File: src/rtl/apb_rr_master.sv
// apb_rr_master: round-robin arbiter that shares one APB slave between two requesters
module apb_rr_master #(
  parameter int ADDR_W = 8,
  parameter int DATA_W = 32
) (
  input  logic              clk,
  input  logic              rst_n,
  input  logic              req0_valid,
  input  logic              req0_write,
  input  logic [ADDR_W-1:0] req0_addr,
  input  logic [DATA_W-1:0] req0_wdata,
  output logic              req0_ack,
  input  logic              req1_valid,
  input  logic              req1_write,
  input  logic [ADDR_W-1:0] req1_addr,
  input  logic [DATA_W-1:0] req1_wdata,
  output logic              req1_ack,
  output logic [DATA_W-1:0] rdata,
  output logic              busy,
  output logic [ADDR_W-1:0] paddr,
  output logic              psel,
  output logic              penable,
  output logic              pwrite,
  output logic [DATA_W-1:0] pwdata,
  input  logic [DATA_W-1:0] prdata
);
  typedef enum logic [1:0] {IDLE, SETUP, ACCESS, DONE} state_t;
  state_t r_state, w_state_nxt;
  logic r_last;
  logic w_any, w_win;
  assign w_any = req0_valid | req1_valid;
  assign w_win = (req0_valid & req1_valid) ? ~r_last : req1_valid;
  // next state: only IDLE waits on requests, the rest of the sequence is fixed
  always_comb begin
    w_state_nxt = r_state;
    case (r_state)
      IDLE:    w_state_nxt = w_any ? SETUP : IDLE;
      SETUP:   w_state_nxt = ACCESS;
      ACCESS:  w_state_nxt = DONE;
      default: w_state_nxt = IDLE;
    endcase
  end
  // state register
  always_ff @(posedge clk or negedge rst_n)
    if (!rst_n) r_state <= IDLE;
    else r_state <= w_state_nxt;
  // grant bookkeeping and payload latch on the IDLE->SETUP edge; r_last also names the active requester
  always_ff @(posedge clk or negedge rst_n)
    if (!rst_n) begin
      r_last <= 1'b1;
      pwrite <= 1'b0;
      paddr  <= '0;
      pwdata <= '0;
    end else if (r_state == IDLE && w_any) begin
      r_last <= w_win;
      pwrite <= w_win ? req1_write : req0_write;
      paddr  <= w_win ? req1_addr : req0_addr;
      pwdata <= w_win ? req1_wdata : req0_wdata;
    end
  // phase outputs registered from the next state so they line up with it
  always_ff @(posedge clk or negedge rst_n)
    if (!rst_n) begin
      psel     <= 1'b0;
      penable  <= 1'b0;
      busy     <= 1'b0;
      req0_ack <= 1'b0;
      req1_ack <= 1'b0;
    end else begin
      psel     <= (w_state_nxt == SETUP) || (w_state_nxt == ACCESS);
      penable  <= w_state_nxt == ACCESS;
      busy     <= w_state_nxt != IDLE;
      req0_ack <= (r_state == ACCESS) && !r_last;
      req1_ack <= (r_state == ACCESS) && r_last;
    end
  // read data captured at the end of ACCESS, held across writes
  always_ff @(posedge clk or negedge rst_n)
    if (!rst_n) rdata <= '0;
    else if (r_state == ACCESS && !pwrite) rdata <= prdata;
endmodule

File: config.mk
export PLATFORM = sky130hd
export DESIGN_NAME = apb_rr_master
export DESIGN_NICKNAME = d
export VERILOG_FILES = /design/src/rtl/apb_rr_master.sv
export SDC_FILE = /design/constraint.sdc
export NUM_CORES = 1
export LEC_CHECK = 0
export BUFFER_PORTS_ARGS = -buffer_cell sky130_fd_sc_hd__buf_2
export CAP_MARGIN = 20
export CORE_MARGIN = 2
export CORE_UTILIZATION = 47
export DETAILED_ROUTE_END_ITERATION = 10
export HOLD_SLACK_MARGIN = 0.1
export PLACE_DENSITY_LB_ADDON = 0.12
export SYNTH_ARGS = -nofsm -noshare
export SYNTH_HDL_FRONTEND = slang
export SYNTH_SLANG_ARGS = --single-unit
File: constraint.sdc
create_clock -name clk -period 3.6 [get_ports clk]
set_clock_uncertainty 0.05 [all_clocks]
set_input_delay 0 -clock clk [delete_from_list [all_inputs] [get_ports clk]]
set_output_delay 0 -clock clk [all_outputs]
set_load 0.02 [all_outputs]
==> results of run 1 <==
-- cell families after synthesis --
family	count (synthesis)	synth area share, %
and+or+nand+nor	86	9.74
AOI/OAI and AO/OA	90	14.1
adders and majority gates	4	1.48
DFF	81	59.8
muxes	32	10.6
buffers and inverters	24	4.24
-- sequential cells by signal, summed over array words and instances (netlist names) --
name and cells:
busy 1, req1_ack 1, paddr 8, pwrite 1
psel 1, pwdata 32, r_last 1, r_state 2
rdata 32, penable 1, req0_ack 1
-- routing by layer --
metal / track usage (%) / share of wire [%] / vias up
met5: 0 / 0 / -
met2: 48.6 / 52 / 170
met4: 11.1 / 2.1 / 0
met1: 34.2 / 38 / 1739
met3: 6.65 / 8.2 / 20
li1: - / - / 1684
-- area by class of cell --
class / instances / area [um2]
inverter: 4 / 15.0
clock buffer: 10 / 128
fill: 428 / 1070
sequential: 81 / 2030
clock inverter: 5 / 81.3
multi-input combinational: 212 / 1220
timing repair buffer: 319 / 2240
tap: 96 / 120
-- worst paths after layout --
path / slack, ns / depth (start not counted) / to
max in group asynchronous: 2.78 / 3 / rdata[30]
min reg2reg: 0.46 / 1 / rdata[28]
min: 0.14 / 2 / rdata[12]
min in group clk: 0.37 / 3 / rdata[3]
max reg2reg: 1.0 / 7 / pwdata[2]
max: 1.0 / 7 / pwdata[2]
-- through the flow --
stage	utilization, %	power, mW	hold slack, ns	instance area, um2	cells
floorplan	-	3.06	-0.346	3390	317
global placement	63.6	3.71	0.179	4390	592
global route	84.5	5.44	0.183	5840	727
finish	84.5	5.11	0.136	5840	727
CTS	83.6	5.00	0.351	5770	724
detailed placement	63.6	3.78	0.178	4390	592
-- synthesized netlist by cell type --
master	n	share of area [%]
a21bo_1	1	0.30
a21boi_4	1	0.55
a21o_1	1	0.22
a21oi_1	84	12
a31oi_1	1	0.18
and2_1	1	0.18
buf_2	12	1.8
buf_4	4	0.89
buf_6	3	1.0
clkbuf_2	1	0.15
dfrtp_1	80	59
dfstp_2	1	0.77
ha_1	4	1.5
inv_1	4	0.44
mux2_1	2	0.66
mux2_2	30	10
nand2_1	41	4.5
nor2_1	42	4.6
nor2b_1	2	0.37
o21a_1	1	0.22
o21ai_2	1	0.26
-- power by group --
part | switching [mW] | internal (mW)
clock network | 0.318 | 0.387
logic | 1.49 | 1.28
registers | 0.258 | 1.38
==> impl_metrics.csv, run 1 <==
group,metric,value,unit
sta,layout_setup_ws,0.995,ns
worst_setup_path,cp_cell_sequence,"inv_1, ha_1, o21a_1, buf_4, nor2_1, a21oi_1, dlygate4sd3_1",
run_status,status,"finished, final reports clean",
finish,drive_gt1_share,39.6,%
clocking,cts_resized,0,
sta,fmax,384,MHz
worst_setup_path,r2r-start,"r_state[0]",
global_route,grt_antenna_before_repair,0,
die,coreArea,6910,um2
worst_setup_path,critPathArrivalTime,2.84,ns
yosys,synth_area,3390,um2
die,initial_core_util,49.1,%
routing,drt_wl_total,11.4,mm
sta,period_share,72.4,%
yosys,yosysWarnings,0,
routing,avgRoutedWirePerCell,15.7,um
global_route,grt_pass1_vias,3669,
flow_run,drv_cap,0,
clocking,clk_path_buf_depth,2,
global_route,overflow,0,
worst_setup_path,worst_setup_path_end_kind,"flip-flop",
routing,drt-initial-drc-count,114,
worst_setup_path,critPathLaunch,"r_state[0]",
worst_setup_path,path_class,"flip-flop to flip-flop",
pwr,power_density,876,nW/um2
finish,nets,749,
sta,finalCriticalPeriod,2.60,ns
routing,via_per_inst,4.97,
clocking,cts_made_buffers,9,
sta,rsz0062_at_grt,"no",
yosys,syn_nets,439,
clocking,clock-root-buffer,"clkbuf_8",
worst_setup_path,cp_data_required_time,3.84,ns
global_route,grt_pass1_wl,17.0,mm
finish,final_common_cell,"buf_2",
sta,worstMarginPinSlew,0.678,ns
clocking,cts_tree,"done",
yosys,synth_area_per_cell,10.7,um2
yosys,yosysUniqueCellTypes,21,
placed_design,dpl_worst_slack,1.40,ns
die,dieHeight,89.0,um
worst_setup_path,path_max_fanout,28,
die,dieArea,7910,um2
pwr,p_leak,2.85,nW
routing,vias,3613,
global_route,grt_use_total,28.1,%
clocking,cts.sinks,81,
global_route,grt_max_degree,82,
yosys,syn_inst,317,
finish,layout_common_cells,"buf_2, dlygate4sd3_1, a21oi_1, dfrtp_1, nor2_1",
die,num_rows,30,
worst_setup_path,slowest_stage,"dlygate4sd3_1",
sta,fin_setup_tns,0,ns
clocking,clk_latency,0.34,ns
worst_setup_path,startpoint_type,"flip-flop",
worst_setup_path,cp_num_buf_inv,3,
die,fp.dieW,89.0,um
worst_setup_path,cpLargestDelayFamily,"buffers and inverters",
clocking,htreeDepth,3,
clocking,cts_setup_buffers,0,
routing,ant_nets,0,
clocking,cts.clk_slew.worst_paths,0.09,ns
pwr,vdd_drop_max,0.537,mV
sta,finalSetupViolations,0,
worst_setup_path,critPathMaxStageDelay,0.56,ns
yosys,ys_seq_elements,81,
routing,dr.pass1.iters,4,
placed_design,gp_congestion,0.738,
sta,slew_headroom,54.8,%
finish,num_antenna_cells,0,
min_path,min_path_type,"input port to async pin",
clocking,postCtsHoldBufs,117,
placed_design,io_buffers,195,
placed_design,detailed_place_hpwl,6.18,mm
routing,route.detailed.drc,0,
sta,report.final.slew_viol_count,0,
yosys,ys_seq_area_share,59.8,%
die,ioPinCount,196,
finish,syn_to_final_growth,72.1,%
sta,final_hold_viol_count,0,
Note: power is estimated with default switching activity, not from simulation.
==> run 2: changes to the inputs <==
CORE_UTILIZATION = 39   (was 47)
clock period = 2.2 ns   (was 3.6 ns; I/O delays follow)
==> impl_metrics.csv, run 2 (synthesized netlist as in run 1, its figures left out) <==
group,metric,value,unit
run_status,status,"finished, final reports clean",
routing,ant_nets,0,
pwr,p_leak,2.88,nW
pwr,power.switching,3.28,mW
pwr,p_int,4.79,mW
clocking,clk_latency,0.34,ns
routing,vias,3524,
finish,layout_common_cells,"buf_2, dlygate4sd3_1, a21oi_1, dfrtp_1, nor2_1",
clocking,cts.sinks,81,
global_route,grt_use_total,22.1,%
sta,timing.hold.ws,0.0981,ns
pwr,swShare,40.6,%
pwr,pwr-share-seq,32.6,%
placed_design,detailed_place_hpwl,6.23,mm
clocking,cts.clk_slew.worst_paths,0.10,ns
flow_run,drv_cap,0,
die,dieArea,9460,um2
routing,route.detailed.drc,0,
global_route,grt_pass1_vias,3724,
die,ioPinCount,196,
routing,drt-initial-drc-count,102,
clocking,clock-root-buffer,"clkbuf_8",
die,fp.dieW,97.3,um
worst_setup_path,path_max_fanout,29,
clocking,htreeDepth,3,
finish,syn_to_final_growth,74.0,%
sta,report.final.slew_viol_count,0,
global_route,grt_pass1_wl,17.1,mm
worst_setup_path,cp_data_required_time,2.44,ns
finish,nets,753,
die,num_rows,34,
worst_setup_path,critPathArrivalTime,2.30,ns
sta,finalCriticalPeriod,2.06,ns
die,initial_core_util,39.5,%
sta,finalSetupViolations,0,
clocking,cts_made_buffers,9,
pwr,power_density,1370,nW/um2
finish,largestRegisters,"pwdata: 32 flops, rdata: 32 flops, paddr: 8 flops",
sta,period_share,93.6,%
die,coreArea,8590,um2
sta,rsz0062_at_grt,"no",
pwr,combPwrFrac,53.1,%
finish,final_common_cell,"buf_2",
global_route,grt_max_degree,43,
placed_design,placed_area,4490,um2
clocking,clk_path_buf_depth,2,
finish,drive_gt1_share,40.4,%
global_route,overflow,0,
routing,via_per_inst,4.74,
placed_design,gp_congestion,0.796,
sta,worstMarginPinSlew,0.532,ns
finish,stdcell_area,5900,um2
worst_setup_path,worst_setup_path_end_kind,"flip-flop",
routing,drt_wl_total,10.3,mm
die,dieHeight,97.3,um
routing,dr.pass1.iters,4,
worst_setup_path,ff2ff_path_depth,7,
finish,num_antenna_cells,0,
sta,fmax,485,MHz
min_path,min_path_type,"input port to async pin",
routing,avgRoutedWirePerCell,13.9,um
sta,fin_setup_tns,0,ns
pwr,p_clk_share,14.2,%
worst_setup_path,path_class,"flip-flop to flip-flop",
sta,slew_headroom,64.6,%
clocking,cts_tree,"done",
global_route,grt_antenna_before_repair,0,
placed_design,io_buffers,195,
sta,final_hold_viol_count,0,
worst_setup_path,startpoint_type,"flip-flop",
finish,fill_cells,654,
pwr,vdd_drop_max,0.710,mV
## run 2: cell type report
cell class,count,area (um2),share of cell area [%]
multi-input combinational,212,1230,20.9
tap,108,135,2.29
sequential,81,2030,34.4
timing repair buffer,323,2280,38.6
clock inverter,7,86.3,1.46
inverter,4,15.0,0.254
clock buffer,9,124,2.10
## run 2: final timing paths
check,startpoint,to,slack [ns]
setup / recovery,r_state[1],pwdata[1],0.14
min in group clk,req1_valid,r_state[0],0.23
hold / removal,rst_n,rdata[12],0.1
hold reg to reg,rdata[6],rdata[6],0.44
setup reg to reg,r_state[1],pwdata[1],0.14
max in group asynchronous,rst_n,r_last,1.32
## run 2: worst max-delay path, cell delays in order, from the launching register on
cell	delay, ns
dfrtp_1	0.42
inv_1	0.10
ha_2	0.24
o21a_1	0.19
buf_8	0.22
nor2_1	0.07
a21oi_1	0.13
dlygate4sd3_1	0.56
## run 2: power groups by stage
stage,logic (mW),registers (mW),clock network [mW]
floorplan,1.45,3.56,0
global placement,3.51,2.64,0
detailed placement,3.59,2.66,0
CTS,4.23,2.63,1.19
global route,4.65,2.73,1.25
finish,4.29,2.64,1.15
## run 2: timing repair
action                                 CTS  global route
hold buffers                           117             0
resized for setup                        0             4
buffers inserted                         0             2
endpoints found under the hold margin  154             0
setup endpoints to repair                0            17
## run 2: layer usage
layer | part of all wire [%] | routed length [um] | track usage [%] | up-vias
li1 | - | - | - | 1695
met1 | 40 | 4150 | 26.4 | 1641
met2 | 51 | 5240 | 38.9 | 161
met3 | 6.3 | 653 | 4.53 | 27
met4 | 2.6 | 269 | 9.19 | 0
met5 | 0 | 0 | 0 | -
## run 2: stage by stage
| stage | instances | utilization [%] | worst slack, ns | total power [mW] |
|---|---|---|---|---|
| after global placement | 609 | 52.3 | 0.621 | 6.16 |
| after floorplan | 317 | - | 0.647 | 5.01 |
| after CTS | 742 | 68.3 | 0.0224 | 8.06 |
| after global routing | 744 | 68.7 | 0.00147 | 8.63 |
| after detailed placement | 609 | 52.3 | 0.556 | 6.25 |
| final | 744 | 68.7 | 0.140 | 8.07 |
==> run 3: changes to the inputs <==
PLACE_DENSITY_LB_ADDON = 0.15   (was 0.12)
==> impl_metrics.csv, run 3 (synthesized netlist as in run 1, its figures left out) <==
group,metric,value,unit
min_path,min_path_type,"input port to async pin",
finish,final_common_cell,"buf_2",
clocking,cts.sinks,81,
clocking,cts_tree,"done",
sta,slew_headroom,60.9,%
sta,layout_setup_ws,0.162,ns
routing,dr.pass1.iters,4,
clocking,htreeDepth,3,
sta,fmax,491,MHz
finish,num_antenna_cells,0,
routing,avgRoutedWirePerCell,14.6,um
finish,syn_to_final_growth,71.9,%
sta,worstMarginPinSlew,0.586,ns
global_route,grt_pass1_wl,17.3,mm
placed_design,dpl_worst_slack,0.478,ns
finish,stdcell_area,5830,um2
routing,drt-initial-drc-count,80,
worst_setup_path,slowest_stage,"dlygate4sd3_1",
sta,report.final.slew_viol_count,0,
global_route,overflow,0,
routing,route.detailed.drc,0,
clocking,cts_setup_buffers,0,
pwr,vdd_drop_max,0.651,mV
worst_setup_path,path_max_fanout,17,
finish,drive_gt1_share,40.1,%
sta,finalSetupViolations,0,
flow_run,drv_cap,0,
global_route,grt_use_total,22.6,%
global_route,grt_pass1_vias,3710,
routing,via_per_inst,4.83,
worst_setup_path,cp_cell_sequence,"inv_1, ha_2, o21a_1, buf_4, nor2_1, a21oi_1, dlygate4sd3_1",
clocking,cts_made_buffers,9,
routing,vias,3576,
die,num_rows,34,
die,initial_core_util,39.5,%
placed_design,gp_congestion,0.792,
die,ioPinCount,196,
worst_setup_path,worst_setup_path_end_kind,"flip-flop",
routing,drt_wl_total,10.9,mm
run_status,status,"finished, final reports clean",
global_route,grt_max_degree,46,
sta,timing.hold.ws,0.153,ns
sta,period_share,92.7,%
die,dieArea,9460,um2
pwr,power_density,1310,nW/um2
worst_setup_path,critPathArrivalTime,2.26,ns
sta,finalCriticalPeriod,2.04,ns
finish,largestRegisters,"pwdata: 32 flops, rdata: 32 flops, paddr: 8 flops",
finish,layout_common_cells,"buf_2, dlygate4sd3_1, a21oi_1, dfrtp_1, nor2_1",
placed_design,placed_area,4480,um2
worst_setup_path,cp_num_buf_inv,3,
clocking,clk_latency,0.34,ns
clocking,clk_path_buf_depth,2,
die,coreArea,8590,um2
worst_setup_path,path_class,"flip-flop to flip-flop",
worst_setup_path,critPathMaxStageDelay,0.56,ns
worst_setup_path,cpLargestDelayFamily,"buffers and inverters",
finish,nets,751,
placed_design,io_buffers,195,
routing,ant_nets,0,
global_route,grt_antenna_before_repair,0,
worst_setup_path,cp_data_required_time,2.42,ns
worst_setup_path,startpoint_type,"flip-flop",
pwr,p_leak,2.84,nW
die,dieHeight,97.3,um
die,fp.dieW,97.3,um
sta,final_hold_viol_count,0,
clocking,clock-root-buffer,"clkbuf_8",
placed_design,detailed_place_hpwl,6.22,mm
clocking,cts.clk_slew.worst_paths,0.08,ns
-- run 3: cell type report --
class | instances | area (um2)
sequential | 81 | 2030
fill | 660 | 2760
inverter | 4 | 15.0
multi-input combinational | 212 | 1240
clock buffer | 11 | 141
tap | 108 | 135
timing repair buffer | 321 | 2240
clock inverter | 4 | 28.8
-- run 3: worst reg2reg max path, cell delays in order, from the launching register on --
cell and delay, ns:
dfrtp_1 0.38, inv_1 0.13, ha_2 0.25, o21a_1 0.15, buf_4 0.23, nor2_1 0.08, a21oi_1 0.13, dlygate4sd3_1 0.56
-- run 3: through the flow --
step	cells	util (%)	setup TNS, ns	power [mW]
4_1_cts	741	67.7	0	7.64
3_3_place_gp	609	52.1	0	6.14
5_1_grt	741	67.8	-0.00435	8.18
6_report	741	67.8	0	7.66
2_1_floorplan	317	-	0	5.01
3_5_place_dp	609	52.1	0	6.23
-- run 3: timing repair --
item                       CTS  global route
hold endpoints to repair   154             0
gates resized for setup      0             3
setup endpoints to repair    0            16
hold buffers               117             0
-- run 3: path summary, 6_finish.rpt --
| path | startpoint | to | slack [ns] | cells past startpoint |
|---|---|---|---|---|
| setup / recovery | r_state[0] | pwdata[12] | 0.16 | 7 |
| hold / removal | rst_n | rdata[18] | 0.15 | 2 |
| setup reg to reg | r_state[0] | pwdata[12] | 0.16 | 7 |
| hold reg to reg | rdata[5] | rdata[5] | 0.44 | 1 |
| max in group asynchronous | rst_n | r_last | 1.27 | 3 |
| min in group clk | req1_valid | pwdata[25] | 0.21 | 4 |
-- run 3: power by group --
group          switching, mW  total, mW  internal (mW)  leakage [nW]
Clock                  0.527      0.964          0.437        0.0818
Sequential             0.390       2.65           2.26         0.932
Combinational           2.29       4.05           1.75          1.83
Total                   3.21       7.66           4.45          2.84
-- run 3: metal layers --
layer	GRT usage, %	vias up	wire length [um]
li1	-	1686	-
met1	27.1	1716	4330
met2	39.9	150	5570
met3	4.39	24	686
met4	9.08	0	266
met5	0	-	0
